--- config.mk ---
export PLATFORM = sky130hd
export DESIGN_NAME = spi_dac_arbiter
export DESIGN_NICKNAME = d
export VERILOG_FILES = /design/src/rtl/dac_pkg.sv /design/src/rtl/spi_dac_arbiter_rr_pick.sv /design/src/rtl/spi_dac_arbiter.sv
export SDC_FILE = /design/constraint.sdc
export NUM_CORES = 1
export LEC_CHECK = 0
export ABC_CLOCK_PERIOD_IN_PS = 2700
export BUFFER_PORTS_ARGS = -buffer_cell sky130_fd_sc_hd__buf_2
export CAP_MARGIN = 20
export CORE_UTILIZATION = 40
export DETAILED_ROUTE_END_ITERATION = 12
export PLACE_DENSITY = 0.66
export SETUP_SLACK_MARGIN = 0.1
export SYNTH_ARGS = -nofsm -noshare
export SYNTH_HDL_FRONTEND = slang
export SYNTH_HIERARCHICAL = 1
export SYNTH_SLANG_ARGS = --single-unit
--- constraint.sdc ---
create_clock -name clk_i -period 2.7 [get_ports clk_i]
set_input_delay 0.135 -clock clk_i [delete_from_list [all_inputs] [get_ports clk_i]]
set_output_delay 0.135 -clock clk_i [all_outputs]
set_load 0.05 [all_outputs]
--- src/rtl/dac_pkg.sv ---
// Shared definitions for the SPI DAC arbiter: FSM encoding, DAC word
// constants and a width helper for requester indices.
package dac_pkg;

   typedef enum logic [1:0] {
      ST_IDLE  = 2'd0,
      ST_ISSUE = 2'd1,
      ST_WAIT  = 2'd2,
      ST_DONE  = 2'd3
   } state_t;

   localparam int         DW_DAC     = 16;
   localparam logic [3:0] CTRL_DAC_A = 4'b0011;

   function automatic int clog2(input int n);
      int r;
      r = 0;
      while ((1 << r) < n) r++;
      return r;
   endfunction

endpackage

--- src/rtl/spi_dac_arbiter_rr_pick.sv ---
// Round-robin picker: first set request bit scanning from ptr upward,
// wrapping at NREQ-1 so indices >= NREQ are never produced.
module rr_pick
   import dac_pkg::*;
#(
   parameter int NREQ = 3,
   parameter int IW   = clog2(NREQ)
) (
   input  logic [NREQ-1:0] req,
   input  logic [IW-1:0]   ptr,
   output logic [NREQ-1:0] onehot,
   output logic [IW-1:0]   idx,
   output logic            any
);

   logic [IW:0] j;

   always_comb begin
      onehot = '0;
      idx    = '0;
      any    = 1'b0;
      j      = '0;
      for (int i = 0; i < NREQ; i++) begin
         j = {1'b0, ptr} + (IW+1)'(i);
         if (j >= (IW+1)'(NREQ)) j = j - (IW+1)'(NREQ);
         if (!any && req[j[IW-1:0]]) begin
            any                 = 1'b1;
            idx                 = j[IW-1:0];
            onehot[j[IW-1:0]]   = 1'b1;
         end
      end
   end

endmodule

--- src/rtl/spi_dac_arbiter.sv ---
// Shares one SPI DAC writer among NREQ requesters: round-robin grant,
// start pulse, wait for end-of-write with a watchdog, done/err pulse.
module spi_dac_arbiter
   import dac_pkg::*;
#(
   parameter int NREQ    = 3,
   parameter int DW      = DW_DAC,
   parameter int TMO_CYC = 2000,
   parameter int TMO_W   = 11
) (
   input  logic               clk_i,
   input  logic               rst_i,
   input  logic [NREQ-1:0]    req_i,
   input  logic [NREQ*DW-1:0] din_i,
   output logic [NREQ-1:0]    gnt_o,
   output logic [NREQ-1:0]    done_o,
   output logic               err_o,
   output logic               busy_o,
   output logic               strw_o,
   output logic [DW-1:0]      dout_o,
   input  logic               eow_i
);

   localparam int IW = clog2(NREQ);

   state_t            state_q, state_n;
   logic [IW-1:0]     k_q, k_n;
   logic [IW-1:0]     ptr_q, ptr_n;
   logic [TMO_W-1:0]  cnt_q, cnt_n;
   logic [NREQ-1:0]   gnt_q, gnt_n;
   logic [NREQ-1:0]   done_q, done_n;
   logic              err_q, err_n;
   logic              busy_q, busy_n;
   logic              strw_q, strw_n;
   logic [DW-1:0]     dout_q, dout_n;

   logic [NREQ-1:0]   pick_oh;
   logic [IW-1:0]     pick_idx;
   logic              pick_any;
   logic [DW-1:0]     pick_word;

   rr_pick #(
      .NREQ (NREQ),
      .IW   (IW)
   ) u_pick (
      .req    (req_i),
      .ptr    (ptr_q),
      .onehot (pick_oh),
      .idx    (pick_idx),
      .any    (pick_any)
   );

   always_comb begin
      pick_word = '0;
      for (int k = 0; k < NREQ; k++)
         if (pick_oh[k]) pick_word = din_i[k*DW +: DW];
   end

   always_ff @(posedge clk_i) begin
      if (rst_i) begin
         state_q <= ST_IDLE;
         k_q     <= '0;
         ptr_q   <= '0;
         cnt_q   <= '0;
         gnt_q   <= '0;
         done_q  <= '0;
         err_q   <= 1'b0;
         busy_q  <= 1'b0;
         strw_q  <= 1'b0;
         dout_q  <= '0;
      end else begin
         state_q <= state_n;
         k_q     <= k_n;
         ptr_q   <= ptr_n;
         cnt_q   <= cnt_n;
         gnt_q   <= gnt_n;
         done_q  <= done_n;
         err_q   <= err_n;
         busy_q  <= busy_n;
         strw_q  <= strw_n;
         dout_q  <= dout_n;
      end
   end

   // Outputs are computed for the state being entered, so every port is a flop.
   always_comb begin
      state_n = state_q;
      k_n     = k_q;
      ptr_n   = ptr_q;
      cnt_n   = cnt_q;
      gnt_n   = gnt_q;
      done_n  = '0;
      err_n   = 1'b0;
      busy_n  = busy_q;
      strw_n  = 1'b0;
      dout_n  = dout_q;
      unique case (state_q)
         ST_IDLE: begin
            gnt_n  = '0;
            busy_n = 1'b0;
            if (pick_any) begin
               state_n = ST_ISSUE;
               k_n     = pick_idx;
               dout_n  = pick_word;
               gnt_n   = pick_oh;
               busy_n  = 1'b1;
               strw_n  = 1'b1;
            end
         end
         ST_ISSUE: begin
            cnt_n   = '0;
            state_n = ST_WAIT;
         end
         ST_WAIT: begin
            cnt_n = cnt_q + 1'b1;
            if (eow_i) begin
               state_n = ST_DONE;
               done_n  = gnt_q;
            end else if (cnt_q == TMO_W'(TMO_CYC - 1)) begin
               state_n = ST_DONE;
               done_n  = gnt_q;
               err_n   = 1'b1;
            end
         end
         ST_DONE: begin
            state_n = ST_IDLE;
            gnt_n   = '0;
            busy_n  = 1'b0;
            if (k_q == IW'(NREQ - 1)) ptr_n = '0;
            else                      ptr_n = k_q + 1'b1;
         end
      endcase
   end

   assign gnt_o  = gnt_q;
   assign done_o = done_q;
   assign err_o  = err_q;
   assign busy_o = busy_q;
   assign strw_o = strw_q;
   assign dout_o = dout_q;

endmodule
==> impl_metrics.py <==
metrics = {
    "status": {
        "status": "finished, final reports clean",
    },
    "critical_path": {
        "criticalPathCategory": "flop to flop",
        "path_cells": "inv_1 -> ha_2 -> mux2i_4 -> o21ai_2 -> a21oi_1 -> a22oi_2 -> nor2b_1 -> buf_6 -> a22oi_1 -> o21ai_0 -> a22o_1",
        "regToRegSetupSlack_ps": 330,
        "worst-endpoint-arrival_ps": 2610,
        "critPathMaxFanout": 15,
        "cp-end-kind": "flop",
        "cpPeakStageDelay_ps": 390,
        "crit_path_top_delay_cell": "dfxtp_1",
        "required_ps": 2930,
        "start_kind": "flop",
    },
    "die": {
        "die_width_microns": 75.6,
        "io_pins": 79,
        "initial_core_util_pct": 41.9,
        "rows": 26,
        "core-area_sq_um": 5170,
        "die_area_sq_um": 5710,
        "die-height_microns": 75.6,
    },
    "sta": {
        "rsz0062_at_grt": "false",
        "fin_setup_tns_ps": 0,
        "max_freq_mhz": 421,
        "min_period_ps": 2370,
        "slew_headroom_pct": 55.1,
        "hold_violations": 0,
        "finClkSkew_ps": 8.88,
        "setup_ws_ps": 326,
        "timing.hold.ws_ps": 21.4,
        "fin_crit_sh_pct": 87.9,
        "setup-violations-final": 0,
        "slew_violations": 0,
        "tightest_slew_ps": 673,
    },
    "clock_network": {
        "cts.path.max_buffers": 2,
        "cts.clk_slew.worst_paths_ps": 80,
        "clock_latency_ps": 290,
        "cts_buffers": 5,
        "numClockSinks": 42,
        "root_buffer": "clkbuf_8",
        "tritoncts": "yes",
        "htreeDepth": 2,
    },
    "synth": {
        "synth_cell_types": 39,
        "avgSynthCellArea_sq_um": 8.56,
        "synthCells": 253,
        "async_reset_ff_share_pct": 0,
        "synth-edff-count": 0,
        "synth-main-ff-cell": "dfxtp_1",
        "syn_area_sq_um": 2170,
        "syn_nets": 316,
        "synth_seq_cells": 42,
        "yosysSeqAreaShare_pct": 38.8,
        "synth_warnings": 6,
    },
    "layout": {
        "syn2layout_area_growth_pct": 27.4,
        "final_cell_mix": "buf_2 (78), dfxtp_1 (42), nand2_1 (30)",
        "drive_above_1_share_pct": 32.0,
        "diodes": 0,
        "fin_nets": 396,
        "fillers": 487,
        "final_common_cell": "buf_2",
    },
    "power_and_ir_drop": {
        "power_switching_w": 0.00107,
        "swShare_pct": 44.4,
        "ir_drop_uv": 633,
        "p_leak_nw": 1.20,
        "power_density_nw_per_um2": 874,
        "combPwrFrac_pct": 49.3,
        "finalPower_w": 0.00241,
        "pwr-share-clk_pct": 17.1,
        "seq_power_share_pct": 33.6,
        "internal_power_w": 0.00134,
    },
    "hold_path": {
        "hold_path.class": "primary input to flop",
    },
    "drt": {
        "drt_wl_total_microns": 5140,
        "route.detailed.drc": 0,
        "first_pass_iters": 4,
        "drt_iter0_markers": 66,
        "ant_nets": 0,
        "vias": 2058,
        "drt-wirelength-per-cell_microns": 12.7,
        "vias_per_cell": 5.09,
    },
    "global_route": {
        "grt_pass1_vias": 1774,
        "gr-total-overflow": 0,
        "antenna_found_initial": 0,
        "grt_max_degree": 34,
        "grtUsageTotal_pct": 18.1,
        "grt_pass1_wl_microns": 7910,
    },
    "run": {
        "cap_violations": 0,
    },
    "place": {
        "hpwl_microns": 3870,
        "place_congestion": 0.859,
        "portBuffers": 78,
        "dp_slack_ps": 13.2,
    },
}
-- what timing repair did --
action | CTS | global route
endpoints found under the setup margin | 16 | 16
hold buffers | 0 | 0
setup buffers | 0 | 1
pin swaps | 0 | 1
gates resized for setup | 1 | 6
endpoints found under the hold margin | 0 | 0
-- layer usage --
metal  global-route usage (%)  vias up  wire (microns)  share of wire [%]
met5                        0        -               0                  0
met4                     7.41        0              65                1.3
met3                     3.84        6             275                5.4
met2                     29.2       51            2500                 49
met1                     23.7      935            2300                 45
li1                         -     1066               -                  -
-- cell usage after synthesis (2+ instances only) --
master	instances	share of area (%)
nand2b_1	7	2.0
a22o_1	16	6.5
ha_1	9	5.2
and2_1	3	0.87
a21oi_1	18	4.2
buf_2	2	0.46
nand3b_1	8	2.8
xor2_1	6	2.4
inv_1	7	1.2
dfxtp_1	42	39
and3_1	2	0.58
mux2i_1	5	2.3
nor2b_1	3	0.87
clkbuf_1	9	1.6
o21ai_0	22	5.1
nor2_1	16	2.8
nand3_1	3	0.69
a22oi_1	16	5.5
xnor2_1	2	0.81
nand2_1	30	5.2
nor3_1	5	1.2
nand4_1	5	1.4
-- final timing paths --
kind / start / end / cells after the start
worst max register to register: ptr_q[1]$_SDFFE_PP0P_ / dout_o[12]$_SDFFE_PP0P_ / 11
worst max-delay path: ptr_q[1]$_SDFFE_PP0P_ / dout_o[12]$_SDFFE_PP0P_ / 11
worst min-delay path: eow_i / err_o$_SDFF_PP0_ / 2
worst min register to register: dout_o[2]$_SDFFE_PP0P_ / dout_o[2]$_SDFFE_PP0P_ / 1
-- final cells by class --
class                   instances  area (sq um)  area share, %
repair buffers                 86           454           16.5
well taps                      70          87.6           3.17
inverters                       7          26.3          0.952
clock buffers                   7          86.3           3.13
multi-input cells             191          1260           45.6
flip-flops and latches         42           841           30.5
clock inverters                 1          5.00          0.181
-- critical path, delay by kind of cell, from the launching register on --
kind,cells,cell delay (ps)
mux,1,210
fa+ha+maj,1,240
compound gates,6,1010
flops,1,390
simple gates,1,200
buf+inv,2,260
-- flip-flops by register name, summed over array words and instances (netlist names) --
name,flops
k_q,2
busy_o,1
gnt_o,3
cnt_q,11
dout_o,16
ptr_q,2
state_q,2
done_o,3
strw_o,1
err_o,1
-- logic make-up (layout without fill, tap and decap cells) --
logic type,count (synthesis),in the layout,share of synthesized area (%)
multiplexers,6,6,3.35
buffers and inverters,20,101,3.93
XOR/XNOR,8,8,3.24
adder cells (fa/ha/maj),9,9,5.20
flip-flops,42,42,38.8
AND/OR/NAND/NOR,90,90,21.5
AO/OA/AOI/OAI,78,78,24.0
-- stage by stage --
stage / cells / instance area (sq um) / util [%]
after floorplan: 253 / 2170 / -
after global placement: 395 / 2640 / 51.0
after detailed placement: 395 / 2640 / 51.0
after CTS: 403 / 2730 / 52.9
after global routing: 404 / 2760 / 53.3
final: 404 / 2760 / 53.3
-- power by group through the flow --
stage	combinational (W)	sequential, W	clock [W]
after floorplan	0.000559	0.00114	0
after global placement	0.00116	0.000824	0
after detailed placement	0.00117	0.000823	0
after CTS	0.00118	0.000809	0.000427
after global routing	0.00130	0.000826	0.000445
final	0.00119	0.000809	0.000412
Note: power is estimated with default switching activity, not from simulation.
